`config.mk`:
```
export PLATFORM = sky130hd
export DESIGN_NAME = uvme_cvmcu_chip_strap_ctrl
export DESIGN_NICKNAME = d
export VERILOG_FILES = /design/src/rtl/uvme_cvmcu_chip_strap_pkg.sv /design/src/rtl/uvme_cvmcu_chip_edge_counter.sv /design/src/rtl/uvme_cvmcu_chip_strap_ctrl.sv
export SDC_FILE = /design/constraint.sdc
export NUM_CORES = 1
export LEC_CHECK = 0
export ABC_CLOCK_PERIOD_IN_PS = 3700
export BUFFER_PORTS_ARGS = -buffer_cell sky130_fd_sc_hd__buf_4
export CAP_MARGIN = 30
export CORE_MARGIN = 2
export CORE_UTILIZATION = 55
export CTS_CLUSTER_SIZE = 16
export DETAILED_ROUTE_END_ITERATION = 6
export GPL_ROUTABILITY_DRIVEN = 0
export PLACE_DENSITY_LB_ADDON = 0.15
export SETUP_SLACK_MARGIN = 0.15
export SYNTH_ARGS = -nofsm -noshare
export SYNTH_HDL_FRONTEND = slang
export SYNTH_SLANG_ARGS = --single-unit
```
`constraint.sdc`:
```
create_clock -name ref_clk_i -period 3.7 [get_ports ref_clk_i]
set_input_delay 1.11 -clock ref_clk_i [delete_from_list [all_inputs] [get_ports ref_clk_i]]
set_output_delay 1.11 -clock ref_clk_i [all_outputs]
set_load 0.1 [all_outputs]
```
`src/rtl/uvme_cvmcu_chip_strap_pkg.sv`:
```
`default_nettype none
// +--------------------------------------------------------------------+
// | uvme_cvmcu_chip_strap_pkg : shared types for the chip strap control |
// | Rev 1.0                                                             |
// +--------------------------------------------------------------------+
package uvme_cvmcu_chip_strap_pkg;

  typedef enum logic [1:0] {
    STRAP_IDLE    = 2'd0,
    STRAP_DELAY   = 2'd1,
    STRAP_HOLD    = 2'd2,
    STRAP_RESTORE = 2'd3
  } strap_state_e;

  typedef enum int {
    EDGE_BOTH = 0,
    EDGE_RISE = 1,
    EDGE_FALL = 2
  } edge_mode_e;

  function automatic int ch_idx_width(input int num_ch);
    return (num_ch > 1) ? $clog2(num_ch) : 1;
  endfunction

endpackage
`default_nettype wire

```
`src/rtl/uvme_cvmcu_chip_edge_counter.sv`:
```
`default_nettype none
// +--------------------------------------------------------------------+
// | uvme_cvmcu_chip_edge_counter : probe sync, edge detect, sat counter |
// | Rev 1.0                                                             |
// +--------------------------------------------------------------------+
module uvme_cvmcu_chip_edge_counter
  import uvme_cvmcu_chip_strap_pkg::*;
#(
  parameter int CNT_W     = 8,
  parameter int EDGE_MODE = 0
) (
  input  logic             clk_i,
  input  logic             rst_i,
  input  logic             clr_i,
  input  logic             probe_i,
  output logic             sync_o,
  output logic [CNT_W-1:0] cnt_o,
  output logic             ovf_o
);

  logic             meta_q, sync_q, prev_q;
  logic [CNT_W-1:0] cnt_q, cnt_d;
  logic             ovf_q, ovf_d;
  logic             edge_hit;

  always_comb begin
    if (EDGE_MODE == EDGE_RISE)      edge_hit = sync_q & ~prev_q;
    else if (EDGE_MODE == EDGE_FALL) edge_hit = ~sync_q & prev_q;
    else                             edge_hit = sync_q ^ prev_q;
  end

  // A clear wins over a coincident edge; an edge at full scale only flags overflow.
  always_comb begin
    cnt_d = cnt_q;
    ovf_d = ovf_q;
    if (clr_i) begin
      cnt_d = '0;
      ovf_d = 1'b0;
    end else if (edge_hit) begin
      if (&cnt_q) ovf_d = 1'b1;
      else        cnt_d = cnt_q + 1'b1;
    end
  end

  always_ff @(posedge clk_i or posedge rst_i) begin
    if (rst_i) begin
      meta_q <= 1'b0;
      sync_q <= 1'b0;
      prev_q <= 1'b0;
      cnt_q  <= '0;
      ovf_q  <= 1'b0;
    end else begin
      meta_q <= probe_i;
      sync_q <= meta_q;
      prev_q <= sync_q;
      cnt_q  <= cnt_d;
      ovf_q  <= ovf_d;
    end
  end

  assign sync_o = sync_q;
  assign cnt_o  = cnt_q;
  assign ovf_o  = ovf_q;

endmodule
`default_nettype wire

```
`src/rtl/uvme_cvmcu_chip_strap_ctrl.sv`:
```
`default_nettype none
// +--------------------------------------------------------------------+
// | uvme_cvmcu_chip_strap_ctrl : timed strap channels + probe counters  |
// | Rev 1.0                                                             |
// +--------------------------------------------------------------------+
module uvme_cvmcu_chip_strap_ctrl
  import uvme_cvmcu_chip_strap_pkg::*;
#(
  parameter int                         NUM_CH      = 2,
  parameter int                         CH_WIDTH    = 1,
  parameter logic [NUM_CH*CH_WIDTH-1:0] RESET_VALUE = '0,
  parameter int                         DLY_W       = 16,
  parameter int                         NUM_PROBES  = 4,
  parameter int                         CNT_W       = 8,
  parameter int                         EDGE_MODE   = 0,
  localparam int                        CH_IDX_W    = ch_idx_width(NUM_CH)
) (
  input  logic                        ref_clk_i,
  input  logic                        rst_i,
  input  logic                        req_valid_i,
  output logic                        req_ready_o,
  input  logic [CH_IDX_W-1:0]         req_ch_i,
  input  logic [CH_WIDTH-1:0]         req_value_i,
  input  logic [DLY_W-1:0]            req_delay_i,
  input  logic [DLY_W-1:0]            req_hold_i,
  input  logic                        abort_i,
  output logic                        busy_o,
  output logic                        done_o,
  output logic                        err_o,
  output logic [NUM_CH*CH_WIDTH-1:0]  strap_o,
  input  logic [NUM_PROBES-1:0]       probe_i,
  output logic [NUM_PROBES-1:0]       probe_sync_o,
  input  logic                        cnt_clr_i,
  output logic [NUM_PROBES*CNT_W-1:0] edge_cnt_o,
  output logic [NUM_PROBES-1:0]       ovf_o
);

  localparam logic [1:0] S_IDLE    = STRAP_IDLE;
  localparam logic [1:0] S_DELAY   = STRAP_DELAY;
  localparam logic [1:0] S_HOLD    = STRAP_HOLD;
  localparam logic [1:0] S_RESTORE = STRAP_RESTORE;

  logic [1:0]                state_q, state_d;
  logic [CH_IDX_W-1:0]       ch_q, ch_d;
  logic [CH_WIDTH-1:0]       val_q, val_d, saved_q, saved_d;
  logic [DLY_W-1:0]          hold_q, hold_d, cnt_q, cnt_d;
  logic [NUM_CH*CH_WIDTH-1:0] strap_q, strap_d;
  logic                      done_q, done_d, err_q, err_d, inv_q, inv_d;
  logic                      rdy_en_q;
  logic                      accept, ch_bad, wr_en;
  logic [CH_WIDTH-1:0]       wr_val, cur_field;

  assign req_ready_o = rdy_en_q & (state_q == S_IDLE) & ~inv_q & ~done_q;
  assign accept      = req_valid_i & req_ready_o;
  assign ch_bad      = int'(req_ch_i) >= NUM_CH;

  always_comb begin
    cur_field = '0;
    strap_d   = strap_q;
    for (int c = 0; c < NUM_CH; c++) begin
      if (ch_q == CH_IDX_W'(c)) begin
        cur_field = strap_q[c*CH_WIDTH +: CH_WIDTH];
        if (wr_en) strap_d[c*CH_WIDTH +: CH_WIDTH] = wr_val;
      end
    end
  end

  always_comb begin
    state_d = state_q;
    ch_d    = ch_q;
    val_d   = val_q;
    hold_d  = hold_q;
    cnt_d   = cnt_q;
    saved_d = saved_q;
    done_d  = 1'b0;
    err_d   = 1'b0;
    inv_d   = 1'b0;
    wr_en   = 1'b0;
    wr_val  = val_q;
    case (state_q)
      S_IDLE: begin
        if (inv_q) begin
          done_d = 1'b1;
          err_d  = 1'b1;
        end else if (accept) begin
          if (ch_bad) begin
            inv_d = 1'b1;
          end else begin
            ch_d    = req_ch_i;
            val_d   = req_value_i;
            hold_d  = req_hold_i;
            cnt_d   = req_delay_i;
            state_d = S_DELAY;
          end
        end
      end
      S_DELAY: begin
        if (abort_i) begin
          done_d  = 1'b1;
          err_d   = 1'b1;
          state_d = S_IDLE;
        end else if (cnt_q == '0) begin
          wr_en   = 1'b1;
          saved_d = cur_field;
          // RESTORE writes one edge after it is entered, so HOLD counts hold-1.
          if (hold_q == '0) begin
            done_d  = 1'b1;
            state_d = S_IDLE;
          end else if (hold_q == DLY_W'(1)) begin
            state_d = S_RESTORE;
          end else begin
            cnt_d   = hold_q - 1'b1;
            state_d = S_HOLD;
          end
        end else begin
          cnt_d = cnt_q - 1'b1;
        end
      end
      S_HOLD: begin
        if (abort_i) begin
          wr_en   = 1'b1;
          wr_val  = saved_q;
          done_d  = 1'b1;
          err_d   = 1'b1;
          state_d = S_IDLE;
        end else if (cnt_q == DLY_W'(1)) begin
          state_d = S_RESTORE;
        end else begin
          cnt_d = cnt_q - 1'b1;
        end
      end
      S_RESTORE: begin
        wr_en   = 1'b1;
        wr_val  = saved_q;
        done_d  = 1'b1;
        state_d = S_IDLE;
      end
      default: state_d = S_IDLE;
    endcase
  end

  always_ff @(posedge ref_clk_i or posedge rst_i) begin
    if (rst_i) begin
      state_q  <= S_IDLE;
      ch_q     <= '0;
      val_q    <= '0;
      hold_q   <= '0;
      cnt_q    <= '0;
      saved_q  <= '0;
      strap_q  <= RESET_VALUE;
      done_q   <= 1'b0;
      err_q    <= 1'b0;
      inv_q    <= 1'b0;
      rdy_en_q <= 1'b0;
    end else begin
      state_q  <= state_d;
      ch_q     <= ch_d;
      val_q    <= val_d;
      hold_q   <= hold_d;
      cnt_q    <= cnt_d;
      saved_q  <= saved_d;
      strap_q  <= strap_d;
      done_q   <= done_d;
      err_q    <= err_d;
      inv_q    <= inv_d;
      rdy_en_q <= 1'b1;
    end
  end

  assign busy_o  = (state_q != S_IDLE);
  assign done_o  = done_q;
  assign err_o   = err_q;
  assign strap_o = strap_q;

  for (genvar p = 0; p < NUM_PROBES; p++) begin : g_probe
    uvme_cvmcu_chip_edge_counter #(
      .CNT_W     (CNT_W),
      .EDGE_MODE (EDGE_MODE)
    ) u_edge_counter (
      .clk_i   (ref_clk_i),
      .rst_i   (rst_i),
      .clr_i   (cnt_clr_i),
      .probe_i (probe_i[p]),
      .sync_o  (probe_sync_o[p]),
      .cnt_o   (edge_cnt_o[p*CNT_W +: CNT_W]),
      .ovf_o   (ovf_o[p])
    );
  end

endmodule
`default_nettype wire
```
==> results.json <==
{
  "outcome": "complete, no violations",
  "placed_cells_incl_taps": 653,
  "core_area_sq_um": 8640,
  "postSynthNetCount": 536,
  "ctsRootBufferMaster": "clkbuf_8",
  "cts-hold-fix-buffers": 0,
  "achievable-frequency_mhz": 356,
  "dieWidth_um": 97.9,
  "fin_setup_tns_ns": 0,
  "timing.final.hold_violations": 0,
  "synthArstFlopShare_pct": 100,
  "postCtsSetupRepairBufs": 0,
  "grt_pass1_vias": 3647,
  "synth_most_common_cell": "dfrtp_1",
  "synth_edf_count": 0,
  "ff_latch_area_sq_um": 2250,
  "cts-root-to-sink-buffers": 2,
  "max_cap_viol_count": 0,
  "floorplan.die_area_sq_um": 9580,
  "cp.arrival_ns": 1.70,
  "antenna_found_initial": 0,
  "htreeDepth": 3,
  "nNetsFinal": 611,
  "slew_violations": 0,
  "finalWirelength_um": 10000,
  "drt.antenna.violating_nets": 0,
  "worst-path-max-fanout": 9,
  "critPathRequiredTime_ns": 2.59,
  "grt_first_pass_wirelength_um": 16900,
  "period_share_pct": 75.9,
  "global_route.overflow_total": 0,
  "timing.critical_path.slowest_stage_cell": "dfrtp_1",
  "detail_route.wl_per_cell_um": 15.0,
  "number_of_inserted_diodes": 0,
  "io_buffer_count": 88,
  "synth_cell_types": 70,
  "tritoncts_clock_tree": "built",
  "timing.critical_path.from_type": "register",
  "max_slew_margin_pct": 32.3,
  "fillerInstances": 719,
  "first_iter_violations": 193,
  "finalSetupViolations": 0,
  "worst_slack_at_placement_ns": 0.837,
  "clkSinkCount": 90,
  "timing_worst_setup_path_type": "reg -> out",
  "worstSetupEndpointType": "output pin",
  "post-dp-hpwl_um": 7210,
  "syn-instance-count": 481,
  "top_level_ports": 89,
  "finalWorstSetupSlack_ns": 0.891,
  "drcViolationCount": 0,
  "multi_input_area_sq_um": 2410,
  "syn2layout_area_growth_pct": 18.5,
  "clk_slew_on_worst_s_h_paths_ns": 0.08,
  "rsz_0062_raised_after_global_routing": "no",
  "start_util_pct": 56.1,
  "fin_worst_skew_ns": 0.00596,
  "cts_made_buffers": 9,
  "synth-warning-count": 0,
  "grt_use_total_pct": 21.4,
  "post_cts.resized_instances": 0,
  "power_leakage_nw": 2.54,
  "rows": 34,
  "grt_start_max_net_pins": 56,
  "synth-main-ff-cell": "dfrtp_1",
  "list_of_cells_traversed_by_the_critical_path": "inv_1, ha_1, nand2_1, nor2_1, buf_4",
  "post_layout_nonfiller_instances": 668,
  "detail_route.vias_per_cell": 5.76,
  "num_vias": 3846,
  "synth.top_cells.by_area": "dfrtp_1 46%, nor2_1 4.4%, mux2_2 4.2%",
  "critPathMaxStageDelay_ns": 0.41,
  "min_period_ns": 2.81,
  "total_power_per_unit_cell_area_nw_per_um2": 713,
  "postSynthRegisterBits": 90,
  "class_of_the_worst_hold_path": "reg -> reg",
  "p_total_mw": 4.10,
  "first_pass_iters": 4,
  "synthesis.area_per_instance_sq_um": 10.1,
  "synth_sequential_area_ratio_pct": 46.5,
  "clkLatencyLatePin_ns": 0.36,
  "drive_above_1_share_pct": 26.4,
  "post_syn_area_sq_um": 4850,
  "synth_top_area_share_pct": 46.5,
  "yosysTopAreaCell": "dfrtp_1",
  "worst_pin_slew_ns": 1.02,
  "synth_top_cells_by_count": "90 x dfrtp_1, 57 x nor2_1, 25 x o21ai_0",
  "irDropWorstVdd_uv": 431,
  "fp.dieH_um": 97.9
}
[kinds of logic (layout without fill, tap and decap cells)]
family                   Yosys count  after routing  share of synthesized area, %
XOR/XNOR                          43             43                          7.77
other                              1              1                        0.0774
adder cells (fa/ha/maj)           12             12                          3.10
multiplexers                      27             27                          6.09
flip-flops                        90             90                          46.5
AO/OA/AOI/OAI                     96             96                          13.1
AND/OR/NAND/NOR                  171            171                          19.5
buffers and inverters             41            120                          3.90
[flip-flops by register name, indices dropped and copies added, names as in the netlist]
name / cells
g_probe.u_edge_counter.cnt_o: 32
cnt_q: 16
hold_q: 16
g_probe.u_edge_counter.meta_q: 4
g_probe.u_edge_counter.ovf_o: 4
g_probe.u_edge_counter.prev_q: 4
g_probe.u_edge_counter.sync_o: 4
state_q: 2
strap_o: 2
ch_q: 1
done_o: 1
err_o: 1
rdy_en_q: 1
saved_q: 1
val_q: 1
[power breakdown]
group	total [mW]	switching, mW	leakage [nW]	internal [mW]
Sequential	1.53	0.301	1.15	1.23
Combinational	1.90	1.18	1.30	0.721
Clock	0.667	0.338	0.0994	0.329
Total	4.10	1.82	2.54	2.28
[final timing paths]
kind                                                            start  slack, ns  cells past startpoint                                        endpoint
max                                            state_q[1]$_DFFE_PP0P_       0.89                      5                                     req_ready_o
min                        g_probe[2].u_edge_counter.meta_q$_DFF_PP0_       0.35                      0      g_probe[2].u_edge_counter.sync_o$_DFF_PP0_
max reg2reg                                      cnt_q[9]$_DFFE_PP0P_       0.92                      7                           cnt_q[11]$_DFFE_PP0P_
min reg2reg                g_probe[2].u_edge_counter.meta_q$_DFF_PP0_       0.35                      0      g_probe[2].u_edge_counter.sync_o$_DFF_PP0_
max in group asynchronous                                       rst_i       2.19                      3  g_probe[1].u_edge_counter.cnt_o[4]$_DFFE_PP0P_
min in group asynchronous                                       rst_i       0.82                      2                                ch_q$_DFFE_PP0P_
[through the flow]
step                hold slack (ns)  utilization [%]  cell area, sq um
floorplan                     0.331                -              4850
global placement              0.331             64.3              5550
detailed placement            0.337             64.3              5550
CTS                           0.357             66.5              5740
global route                  0.365             66.5              5740
finish                        0.355             66.5              5740
[final cells by class]
type                       instances  share of cell area, %
clock inverter                     4                  0.915
inverter                          12                  0.806
timing repair buffer              93                   12.4
multi-input combinational        350                   41.9
sequential                        90                   39.2
clock buffer                      11                   2.46
tap                              108                   2.35
[worst max-delay path: cells and delay by family, from the launching register on]
kind,cells,cell delay [ns]
flip-flops,1,0.41
buffers and inverters,2,0.40
adder cells (fa/ha/maj),1,0.35
AND/OR/NAND/NOR,2,0.18
[metal layers]
| metal | wire, um | share of wire (%) | GRT usage [%] | vias to the layer above |
|---|---|---|---|---|
| li1 | - | - | - | 1871 |
| met1 | 4570 | 46 | 28.9 | 1870 |
| met2 | 4870 | 49 | 35.2 | 98 |
| met3 | 478 | 4.8 | 4.44 | 7 |
| met4 | 97 | 0.97 | 6.30 | 0 |
| met5 | 0 | 0 | 0 | - |
[cell usage in the layout, fill, tap and decap left out, types with 3 or more instances in the layout]
cell type	instances
a21oi_1	13
a31oi_1	3
a32o_1	5
and3_1	5
buf_4	92
clkbuf_8	10
dfrtp_1	90
ha_1	12
inv_1	11
mux2_2	18
mux2i_1	7
nand2_1	20
nand3_1	10
nand4_1	9
nor2_1	57
nor3_1	15
nor3b_1	5
nor4_1	6
o211ai_1	3
o21ai_0	25
o21ai_1	11
o221ai_1	5
o22ai_1	4
o31ai_1	7
or2_2	8
or3_1	6
or4_1	3
xnor2_1	22
xor2_1	21
Note: power is estimated with default switching activity, not from simulation.
